===== src/rtl/clock_pkg.sv =====
// rtl/clock_pkg.sv - shared alarm-setting types, BCD limits and default alarm time
package clock_pkg;

  typedef enum logic [1:0] {
    IDLE     = 2'b00,
    SET_HOUR = 2'b01,
    SET_MIN  = 2'b10
  } mode_t;

  localparam logic [7:0] HOUR_MAX = 8'h23;
  localparam logic [7:0] MIN_MAX  = 8'h59;
  localparam logic [7:0] DEF_HOUR = 8'h07;
  localparam logic [7:0] DEF_MIN  = 8'h00;

endpackage


===== src/rtl/alarm_set_if.sv =====
// rtl/alarm_set_if.sv - key, tick and time signals between the keypad/clock side and alarm_set
interface alarm_set_if;
  logic       tick;
  logic       key_mode;
  logic       key_inc;
  logic       key_stop;
  logic [7:0] hour1;
  logic [7:0] min1;
  logic [7:0] ahour;
  logic [7:0] amin;
  logic       clcok_stop;
  logic [1:0] set_mode;

  modport master (
    output tick, key_mode, key_inc, key_stop, hour1, min1,
    input  ahour, amin, clcok_stop, set_mode
  );

  modport slave (
    input  tick, key_mode, key_inc, key_stop, hour1, min1,
    output ahour, amin, clcok_stop, set_mode
  );
endinterface


===== src/rtl/bcd_inc_wrap.sv =====
// rtl/bcd_inc_wrap.sv - combinational two-digit BCD increment, wrapping to 00 after max
module bcd_inc_wrap (
  input  logic [7:0] value,
  input  logic [7:0] max,
  output logic [7:0] result
);
  always_comb begin
    if (value == max) begin
      result = 8'h00;
    end else if (value[3:0] == 4'h9) begin
      result = {value[7:4] + 4'd1, 4'h0};
    end else begin
      result = {value[7:4], value[3:0] + 4'd1};
    end
  end
endmodule


===== src/rtl/alarm_set.sv =====
// rtl/alarm_set.sv - alarm time setting FSM with auto-repeat, arm/disarm and silencing
module alarm_set
  import clock_pkg::*;
#(
  parameter logic [7:0] RST_HOUR     = DEF_HOUR,
  parameter logic [7:0] RST_MIN      = DEF_MIN,
  parameter int         REPEAT_DELAY = 5,
  parameter int         REPEAT_RATE  = 2
) (
  input logic       clk,
  input logic       rst_n,
  alarm_set_if.slave bus
);
  localparam int CW = $clog2(REPEAT_DELAY + 1);

  mode_t         state, state_nx;
  logic [7:0]    ahour_r, amin_r, ahour_nx, amin_nx, hour_inc, min_inc;
  logic          alarm_on, alarm_on_nx, silenced, silenced_nx, stop_r;
  logic [CW-1:0] rep_cnt, rep_cnt_nx;
  logic          mode_q, inc_q, stop_q, armed;
  logic          mode_rise, inc_rise, stop_rise, match, rep_fire, inc_evt;

  // armed masks edges on the first cycle after reset so a key held through reset is not a press
  assign mode_rise = bus.key_mode & ~mode_q & armed;
  assign inc_rise  = bus.key_inc  & ~inc_q  & armed;
  assign stop_rise = bus.key_stop & ~stop_q & armed;
  assign match     = (bus.hour1 == ahour_r) && (bus.min1 == amin_r);

  bcd_inc_wrap u_hour_inc (.value(ahour_r), .max(HOUR_MAX), .result(hour_inc));
  bcd_inc_wrap u_min_inc  (.value(amin_r),  .max(MIN_MAX),  .result(min_inc));

  always_comb begin
    state_nx    = state;
    ahour_nx    = ahour_r;
    amin_nx     = amin_r;
    alarm_on_nx = alarm_on;
    silenced_nx = silenced & match;
    rep_cnt_nx  = '0;
    rep_fire    = 1'b0;
    inc_evt     = 1'b0;

    // after the first repeat the counter restarts RATE ticks short of DELAY
    if (bus.key_inc && state != IDLE && !mode_rise) begin
      rep_cnt_nx = rep_cnt;
      if (bus.tick) begin
        if (int'(rep_cnt) + 1 == REPEAT_DELAY) begin
          rep_fire   = 1'b1;
          rep_cnt_nx = CW'(REPEAT_DELAY - REPEAT_RATE);
        end else begin
          rep_cnt_nx = rep_cnt + CW'(1);
        end
      end
    end
    inc_evt = (inc_rise && !mode_rise) || rep_fire;

    case (state)
      IDLE: begin
        if (mode_rise) state_nx = SET_HOUR;
        if (stop_rise) begin
          if (match && alarm_on && !silenced) silenced_nx = 1'b1;
          else                                alarm_on_nx = !alarm_on;
        end
      end
      SET_HOUR: begin
        if (mode_rise) begin
          state_nx = SET_MIN;
        end else if (inc_evt) begin
          ahour_nx    = hour_inc;
          silenced_nx = 1'b0;
        end
      end
      SET_MIN: begin
        if (mode_rise) begin
          state_nx = IDLE;
        end else if (inc_evt) begin
          amin_nx     = min_inc;
          silenced_nx = 1'b0;
        end
      end
      default: state_nx = IDLE;
    endcase
  end

  always_ff @(posedge clk or negedge rst_n) begin
    if (!rst_n) begin
      state    <= IDLE;
      ahour_r  <= RST_HOUR;
      amin_r   <= RST_MIN;
      alarm_on <= 1'b0;
      silenced <= 1'b0;
      stop_r   <= 1'b1;
      rep_cnt  <= '0;
      mode_q   <= 1'b0;
      inc_q    <= 1'b0;
      stop_q   <= 1'b0;
      armed    <= 1'b0;
    end else begin
      state    <= state_nx;
      ahour_r  <= ahour_nx;
      amin_r   <= amin_nx;
      alarm_on <= alarm_on_nx;
      silenced <= silenced_nx;
      stop_r   <= !alarm_on_nx | silenced_nx | (state_nx != IDLE);
      rep_cnt  <= rep_cnt_nx;
      mode_q   <= bus.key_mode;
      inc_q    <= bus.key_inc;
      stop_q   <= bus.key_stop;
      armed    <= 1'b1;
    end
  end

  assign bus.ahour      = ahour_r;
  assign bus.amin       = amin_r;
  assign bus.clcok_stop = stop_r;
  assign bus.set_mode   = state;
endmodule

===== src/flat_wrapper.sv =====
// flat-port wrapper written by rule: the top's interface ports become plain ports
module alarm_set_flat import clock_pkg::*;
#(
  parameter logic [7:0] RST_HOUR     = DEF_HOUR,
  parameter logic [7:0] RST_MIN      = DEF_MIN,
  parameter int         REPEAT_DELAY = 5,
  parameter int         REPEAT_RATE  = 2
)
  (clk, rst_n, bus_tick, bus_key_mode, bus_key_inc, bus_key_stop, bus_hour1, bus_min1, bus_ahour, bus_amin, bus_clcok_stop, bus_set_mode);
  alarm_set_if bus_i ();
  input logic clk;
  input logic rst_n;
  input wire logic [$bits(bus_i.tick)-1:0] bus_tick;
  input wire logic [$bits(bus_i.key_mode)-1:0] bus_key_mode;
  input wire logic [$bits(bus_i.key_inc)-1:0] bus_key_inc;
  input wire logic [$bits(bus_i.key_stop)-1:0] bus_key_stop;
  input wire logic [$bits(bus_i.hour1)-1:0] bus_hour1;
  input wire logic [$bits(bus_i.min1)-1:0] bus_min1;
  output wire logic [$bits(bus_i.ahour)-1:0] bus_ahour;
  output wire logic [$bits(bus_i.amin)-1:0] bus_amin;
  output wire logic [$bits(bus_i.clcok_stop)-1:0] bus_clcok_stop;
  output wire logic [$bits(bus_i.set_mode)-1:0] bus_set_mode;
  assign bus_i.tick = bus_tick;
  assign bus_i.key_mode = bus_key_mode;
  assign bus_i.key_inc = bus_key_inc;
  assign bus_i.key_stop = bus_key_stop;
  assign bus_i.hour1 = bus_hour1;
  assign bus_i.min1 = bus_min1;
  assign bus_ahour = bus_i.ahour;
  assign bus_amin = bus_i.amin;
  assign bus_clcok_stop = bus_i.clcok_stop;
  assign bus_set_mode = bus_i.set_mode;
  alarm_set #(.RST_HOUR(RST_HOUR), .RST_MIN(RST_MIN), .REPEAT_DELAY(REPEAT_DELAY), .REPEAT_RATE(REPEAT_RATE)) u_core (.clk(clk), .rst_n(rst_n), .bus(bus_i));
endmodule

===== config.mk =====
export PLATFORM = sky130hd
export DESIGN_NAME = alarm_set_flat
export DESIGN_NICKNAME = d
export VERILOG_FILES = /design/src/rtl/clock_pkg.sv /design/src/rtl/alarm_set_if.sv /design/src/rtl/bcd_inc_wrap.sv /design/src/rtl/alarm_set.sv /design/src/flat_wrapper.sv
export SDC_FILE = /design/constraint.sdc
export NUM_CORES = 1
export LEC_CHECK = 0
export ABC_CLOCK_PERIOD_IN_PS = 3400
export CORE_UTILIZATION = 40
export CTS_CLUSTER_DIAMETER = 80
export CTS_CLUSTER_SIZE = 40
export DETAILED_ROUTE_END_ITERATION = 12
export PLACE_DENSITY = 0.66
export SYNTH_ARGS = -nofsm -noshare
export SYNTH_HDL_FRONTEND = slang
export SYNTH_SLANG_ARGS = --single-unit

===== constraint.sdc =====
create_clock -name clk -period 3.4 [get_ports clk]
set_input_delay 1.02 -clock clk [delete_from_list [all_inputs] [get_ports clk]]
set_output_delay 1.02 -clock clk [all_outputs]
set_load 0.02 [all_outputs]

=== Yosys cells after proc, flatten, opt, wreduce, memory -nomap -nowiden ===
Index checks and enable logic that the tools add are counted.

* Add/subtract/negate cells: 6
* Eq/ne operators: 10
* Muxes and demuxes: 22
* Bitwise logic cells: 13
* Reduce and logical (&&, ||, !) cells: 21

{| class="wikitable"
|+ Operators by type and width
! operator !! count
|-
| == test 32 x 4 -> 1 bit, second input constant || 1
|-
| two-way mux 8 bit || 4
|-
| adder 4 x 1 -> 4 bit, second input constant || 4
|-
| == test 8 bit || 2
|-
| two-way mux 1 bit || 10
|-
| two-way mux 3 bit || 3
|-
| == test 4 bit, second input constant || 2
|-
| == test 8 x 6 -> 1 bit, second input constant || 1
|-
| == test 8 x 7 -> 1 bit, second input constant || 1
|-
| AND reduction 4 bit || 2
|-
| nonzero test 2 bit || 4
|-
| bitwise AND 1 bit || 7
|-
| logical AND 1 bit || 6
|-
| two-way mux 2 bit || 3
|-
| case mux 2 bit (3 select lines) || 1
|-
| AND reduction 3 bit || 2
|-
| adder 3 x 1 -> 4 bit, second input constant || 1
|-
| zero test 1 bit || 4
|-
| inverter 1 bit || 4
|-
| adder 3 x 1 -> 3 bit, second input constant || 1
|-
| == test 2 x 1 -> 1 bit, second input constant || 1
|-
| == test 2 bit, second input constant || 1
|-
| zero test 2 bit || 1
|-
| != test 2 bit, second input constant || 1
|-
| 4 further kinds || 5
|}

* Register bits after elaboration: 28
* Input bits: 22
* Output and inout port bits: 19
* Logic and storage cells: 85

=== Logic depth before layout (Yosys ltp) ===
Gate-level depths: netlist of the first run.

* Word-level depth: 12
* Gate-level depth with buffers: 8
* Gate-level depth less buffers: 7

=== By module ===
A second synthesis of the first run with hierarchy kept.

* Cells, all modules: 202
* Area total of the unflattened synthesis: 2,202.1 sq um

{| class="wikitable"
|+ By module, submodules not included
! module !! instances !! cells each !! area an instance (sq um) !! seq. area each (sq um)
|-
| alarm_set || 1 || 124 || 1,551.5 || 705.7
|-
| bcd_inc_wrap || 2 || 39 || 325.3 || 0.0
|}

=== Worst setup path before layout of the first run ===
No wires, ideal clock.

* Path type: input port to flip-flop
* Start: input port bus_key_inc
* End: register u_core.amin_r[4] (netlist: u_core.bus.amin[4])
* Setup time: 0.128 ns
* Arrival: 2.157 ns
* Required time: 3.272 ns
* Path slack: 1.116 ns
* Stages: 5
* Buffers on the path: 0
* Cell sequence: nor2b_1 -> nand4_1 -> o21ai_2 -> and3_1 -> mux2_1

* Cells in the longest elaborated chain, start to end: 5

{| class="wikitable"
|+ RTL lines
! item !! line !! text
|-
| start, declared || flat_wrapper.sv:15 || <nowiki>input wire logic [$bits(bus_i.key_inc)-1:0] bus_key_inc;</nowiki>
|-
| bitwise AND 1 bit or logical AND 1 bit (tied branches) (2 in series) || alarm_set.sv:25, alarm_set.sv:43 ||
|-
| logical AND 1 bit or two-way mux 1 bit (tied branches) || alarm_set.sv:54, alarm_set.sv:43 ||
|-
| logical OR 1 bit * || alarm_set.sv:54 || <nowiki>inc_evt = (inc_rise && !mode_rise) || rep_fire;</nowiki>
|-
| AND reduction 4 bit (no line) * || n/a ||
|-
| end signal, assigned || alarm_set.sv:100 || <nowiki>amin_r <= amin_nx;</nowiki>
|-
| end, declared || alarm_set.sv:17 || <nowiki>logic [7:0] ahour_r, amin_r, ahour_nx, amin_nx, hour_inc, min_inc;</nowiki>
|}

Mark *: on every way between the ends. The rest lies on a longest branch, timed or not.
A chain may end at the register's enable or synchronous reset.

=== Worst setup path after layout of the first run ===
* Start: input port bus_key_inc
* End: register u_core.amin_r[7] (netlist: u_core.bus.amin[7])

The elaborated chain is that of the path after synthesis.

==> metrics.yaml, run 1 <==
status: "complete, no violations"
path_cells: "clkdlybuf4s50_1, nor2b_1, nand4_1, o21a_1, nor3_1, mux2_1"
ys.flop_type: "dfrtp_1"
crit_family: "simple AND/OR/NAND/NOR gates"
io_pins: 41
drive_gt1_frac: 0.08520
slew_violations: 0
vdd_drop_max_mv: 0.3023
grt_start_max_net_pins: 29
vias_per_cell: 5.451
drtAntennaViolNets: 0
period_minus_slack_ns: 2.567
max-cap-violations: 0
antenna_found_initial: 0
grt_pass1_vias: 1450
fin_nets: 260
rsz0062_at_grt: "false"
yosysTopAreaCell: "dfrtp_1"
mostFrequentLayoutCells: "clkdlybuf4s50_1 (40), dfrtp_1 (24), xor2_1 (16), nor2_1 (14), ha_1 (14)"
cts_resized: 0
cts_tree: "built"
synthesis.area_um2: 1763
initial_core_util: 0.4284
wl_per_cell_um: 14.89
cts_root_buffer: "clkbuf_8"
die_x_um: 68.39
core_um2: 4115
ctsHoldBuffers: 0
startpoint_type: "primary input"
port_buffers: 40
setup_ws_ns: 0.8325
die_area_um2: 4677
yosys-top-cells-area: "dfrtp_1 (34%), ha_1 (9.9%), xor2_1 (7.9%)"
syn_nets: 215
synth.avg_cell_area_um2: 9.849
grt-ovfl-total: 0
required_ns: 3.57
wl_mm: 4.065
num_antenna_cells: 0
cts.sinks: 28
min_from: "u_core.silenced"
rrSetupSlack_ns: 1.29
postSynthCellCount: 179
crit_path_top_delay_cell: "clkdlybuf4s50_1"
instances_no_fill: 273
post-cts-setup-buffer-count: 0
area_growth_pct: 30.66
first_pass_iters: 4
drt-initial-drc-count: 138
yosysWarnings: 0
synthArstFlopShare: 1.000
num_vias: 1488
cp.buffers_inverters: 1
drc_errors: 0
crit_arrival_ns: 2.74
finalSetupViolCount: 0
power.leakage_uw: 0.001001
synth_enable_flop_cells: 0
synth_seq_cells: 28
synth_cell_type_count: 48
clk_latency_ns: 0.28
clock.fmax_mhz: 389.5
die_h_um: 68.39
mostFrequentLayoutCell: "clkdlybuf4s50_1"
grt_pass1_wl_mm: 6.920
dp_slack_ns: 0.5215
postLayoutCellArea_um2: 2303
hpwl_mm: 3.037
htree_levels: 1
cts_buffer_depth: 2
synth_top_area_frac: 0.3407
critPathMaxStageDelay_ns: 0.49
dp_cells: 269
hp-class: "flip-flop to flip-flop"
crit_start: "bus_key_inc"
finish.utilization: 0.5597
final.period_utilization: 0.7551
nFillCells: 358
cts_buffers: 3
place.gp.congestion: 0.8516
track_usage: 0.1994
placed_cell_area_um2: 2232
finalHoldViolCount: 0
cp_max_fo: 9
p_per_area_nw_per_um2: 500.3
clock_skew_ns: 0.001982
r2r-start: "u_core.bus.set_mode[0]"
setup_tns_ns: 0
num_rows: 23
critPathKind: "primary input to flip-flop"
yosysSeqAreaShare: 0.4003
crit_path_end_kind: "flip-flop"
path_clk_slew_ns: 0.10
## worst paths after layout
kind                                    endpoint  depth (start not counted)
max in group asynchronous    u_core.bus.ahour[2]                          2
min reg2reg                u_core.bus.clcok_stop                          2
max                           u_core.bus.amin[7]                          6
min                        u_core.bus.clcok_stop                          2
max reg2reg                   u_core.bus.amin[7]                          7
min in group asynchronous    u_core.bus.ahour[7]                          2
## stage by stage
stage / hold slack [ns] / total power [uW]
2_1_floorplan: 0.4967 / 714.6
3_3_place_gp: 0.5237 / 872.5
3_5_place_dp: 0.5347 / 890.1
4_1_cts: 0.5656 / 1166
5_1_grt: 0.5929 / 1241
6_report: 0.5681 / 1153
## flip-flops by register name, summed over array words and instances, names as in the netlist
signal,cells
u_core.rep_cnt,3
u_core.bus.ahour,8
u_core.mode_q,1
u_core.armed,1
u_core.inc_q,1
u_core.bus.amin,8
u_core.silenced,1
u_core.alarm_on,1
u_core.bus.set_mode,2
u_core.stop_q,1
u_core.bus.clcok_stop,1
## logic make-up (layout without fill, tap and decap cells)
kind of cell	count (synthesis)	after routing	share of synthesized area
buffers and inverters	14	58	0.03051
DFF	28	28	0.4003
xor gates and xnor gates	18	18	0.08942
and+or+nand+nor	64	64	0.2037
muxes	6	6	0.03832
other	1	1	0.002127
AOI/OAI and AO/OA	34	34	0.1363
adders and majority gates	14	14	0.09936
## worst min-delay path: stages (launching register included)
cell      delay (ns)
dfrtp_1         0.35
o21bai_1        0.09
nand4b_1        0.10
## metal layers
metal | share of wire | vias to the layer above | track usage
met5 | 0 | - | 0
met4 | 0.016 | 0 | 0.06250
met3 | 0.027 | 7 | 0.02167
met2 | 0.48 | 36 | 0.3284
met1 | 0.48 | 719 | 0.2707
li1 | - | 726 | -
## cell usage after synthesis, types with 2 or more instances
cell type	instances
nor3_1	4
nand2_1	11
nor4_1	4
xor2_1	16
dfrtp_1	24
a211o_1	2
and2_1	3
mux2_2	3
xnor2_1	2
ha_1	14
nand2b_1	4
a21oi_1	5
nor2b_1	2
mux2_1	3
inv_1	12
a211oi_1	2
and3_1	2
o21bai_1	2
o21a_1	2
o21ai_0	8
a221oi_1	2
nand4_1	6
nor2_1	14
nand3_1	3
nand4b_1	3
dfstp_2	4
## power breakdown
group          switching (uW)  internal [uW]  leakage [uW]
sequential               69.6            394      0.000345
clock                     109            158     0.0000357
combinational             223            199      0.000620
## cell type report
class,count,area [um^2],share of cell area
repair buffers,42,415.4,0.1803
clock inverters,1,30.03,0.01304
well taps,50,62.56,0.02716
clock buffers,3,41.29,0.01793
inverters,12,45.04,0.01955
multi-input cells,137,1003,0.4356
flip-flops and latches,28,705.7,0.3064
Power figures use the tool's default switching activity.
==> run 2: changes to the inputs <==
--- a/config.mk
+++ b/config.mk
@@ -5,7 +5,7 @@
 export SDC_FILE = /design/constraint.sdc
 export NUM_CORES = 1
 export LEC_CHECK = 0
-export ABC_CLOCK_PERIOD_IN_PS = 3400
+export ABC_CLOCK_PERIOD_IN_PS = 2390
 export CORE_UTILIZATION = 40
 export CTS_CLUSTER_DIAMETER = 80
 export CTS_CLUSTER_SIZE = 40
==> constraint.sdc (replaced) <==
create_clock -name clk -period 2.39 [get_ports clk]
set_input_delay 0.717 -clock clk [delete_from_list [all_inputs] [get_ports clk]]
set_output_delay 0.717 -clock clk [all_outputs]
set_load 0.02 [all_outputs]
==> metrics.yaml, run 2 (synthesis gave the netlist of run 1 again) <==
postLayoutCellArea_um2: 2349  # was 2303 um^2
clock.fmax_mhz: 442.7
mostFrequentLayoutCell: "clkdlybuf4s50_1"  # unchanged
rsz0062_at_grt: "false"  # unchanged
path_clk_slew_ns: 0.10  # about the same
finalHoldViolCount: 0  # unchanged
port_buffers: 40  # unchanged
core_um2: 4115  # unchanged
finalSetupViolCount: 0  # unchanged
die_h_um: 68.39  # unchanged
first_pass_iters: 4  # unchanged
drt-initial-drc-count: 93  # was 138
placed_cell_area_um2: 2277  # was 2232 um^2
p_per_area_nw_per_um2: 700.3  # was 500.3 nW/um^2
cts.sinks: 28  # unchanged
dp_cells: 275  # was 269
grt-ovfl-total: 0  # unchanged
power.leakage_uw: 0.001028  # was 0.001001 uW
drc_errors: 0  # unchanged
drive_gt1_frac: 0.1092  # was 0.08520
vias_per_cell: 5.387  # was 5.451
ctsHoldBuffers: 0  # unchanged
required_ns: 2.55  # was 3.57 ns
drtAntennaViolNets: 0  # unchanged
place.gp.congestion: 0.8551  # was 0.8516
slew_violations: 0  # unchanged
setup_ws_ns: 0.1310  # was 0.8325 ns
num_vias: 1503  # was 1,488
clk_latency_ns: 0.28  # about the same
crit_arrival_ns: 2.42  # was 2.74 ns
cts_buffers: 3  # unchanged
grt_pass1_vias: 1437  # was 1,450
track_usage: 0.1946  # was 0.1994
area_growth_pct: 33.21  # was 30.66%
post-cts-setup-buffer-count: 0  # unchanged
cts_root_buffer: "clkbuf_8"  # unchanged
startpoint_type: "primary input"  # unchanged
critPathKind: "primary input to flip-flop"  # unchanged
hpwl_mm: 3.089  # was 3.037 mm
period_minus_slack_ns: 2.259
final.period_utilization: 0.9452
hp-class: "flip-flop to flip-flop"  # unchanged
num_antenna_cells: 0  # unchanged
fin_nets: 266  # was 260
grt_pass1_wl_mm: 6.734  # was 6.920 mm
cts_tree: "built"  # unchanged
instances_no_fill: 279  # was 273
clock_skew_ns: 0.007474  # was 0.001982 ns
dp_slack_ns: -0.1360  # was 0.5215 ns
status: "complete, no violations"  # unchanged
antenna_found_initial: 0  # unchanged
die_area_um2: 4677  # unchanged
initial_core_util: 0.4284  # unchanged
vdd_drop_max_mv: 0.5120  # was 0.3023 mV
cp_max_fo: 5  # was 9
io_pins: 41  # unchanged
cts_buffer_depth: 2  # unchanged
grt_start_max_net_pins: 29  # unchanged
htree_levels: 1  # unchanged
wl_mm: 4.155  # was 4.065 mm
die_x_um: 68.39  # unchanged
rrSetupSlack_ns: 0.25  # was 1.29 ns
wl_per_cell_um: 14.89  # about the same
setup_tns_ns: 0  # unchanged
crit_path_end_kind: "flip-flop"  # unchanged
cts_resized: 0  # unchanged
mostFrequentLayoutCells: "clkdlybuf4s50_1 (40), dfrtp_1 (24), xor2_1 (16), nor2_1 (14), ha_1 (14)"  # unchanged
max-cap-violations: 0  # unchanged
num_rows: 23  # unchanged
## run 2: layout make-up
cell class                      count  area (um^2)
Timing Repair Buffer               48        460.4
Multi-Input combinational cell    137         1003
Tap cell                           50        62.56
Clock inverter                      1        30.03
Sequential cell                    28        705.7
Clock buffer                        3        41.29
Fill cell                         357         1767
Inverter                           12        45.04
## run 2: worst paths after layout
check	from	end	cells after the start
worst max-delay path	bus_key_inc	u_core.bus.amin[7]	6
worst min-delay path	u_core.rep_cnt[2]	u_core.rep_cnt[2]	2
worst max register to register	u_core.bus.set_mode[0]	u_core.bus.amin[7]	7
worst min register to register	u_core.rep_cnt[2]	u_core.rep_cnt[2]	2
max in group asynchronous	rst_n	u_core.bus.ahour[2]	2
min in group asynchronous	rst_n	u_core.bus.ahour[6]	2
## run 2: routing by layer
| metal | part of all wire | routed length [um] | vias to the layer above | global-route usage |
|---|---|---|---|---|
| met5 | 0 | 0 | - | 0 |
| met4 | 0.0065 | 27 | 0 | 0.05208 |
| met3 | 0.035 | 147 | 2 | 0.02167 |
| met2 | 0.48 | 2013 | 35 | 0.3199 |
| met1 | 0.47 | 1966 | 728 | 0.2689 |
| li1 | - | - | 738 | - |
## run 2: metrics by stage
stage            util  hold WS (ns)  power (uW)
2_1_floorplan       -        0.4214        1017
3_3_place_gp   0.5534        0.5206        1251
3_5_place_dp   0.5534        0.5401        1276
4_1_cts        0.5707        0.5649        1664
5_1_grt        0.5707        0.5911        1757
6_report       0.5707        0.5570        1645
## run 2: power by group
part	internal [uW]	leakage [uW]	switching, uW	total (uW)
Sequential	561	0.000345	100	662
Clock	224	0.0000357	153	377
Combinational	289	0.000647	317	606
Total	1070	0.00103	570	1640
## run 2: worst max-delay path, cell delays in order
cell	delay, ns
clkdlybuf4s50_1	0.47
nor2b_1	0.16
nand4_1	0.18
o21a_1	0.27
nor3_1	0.26
mux2_1	0.34
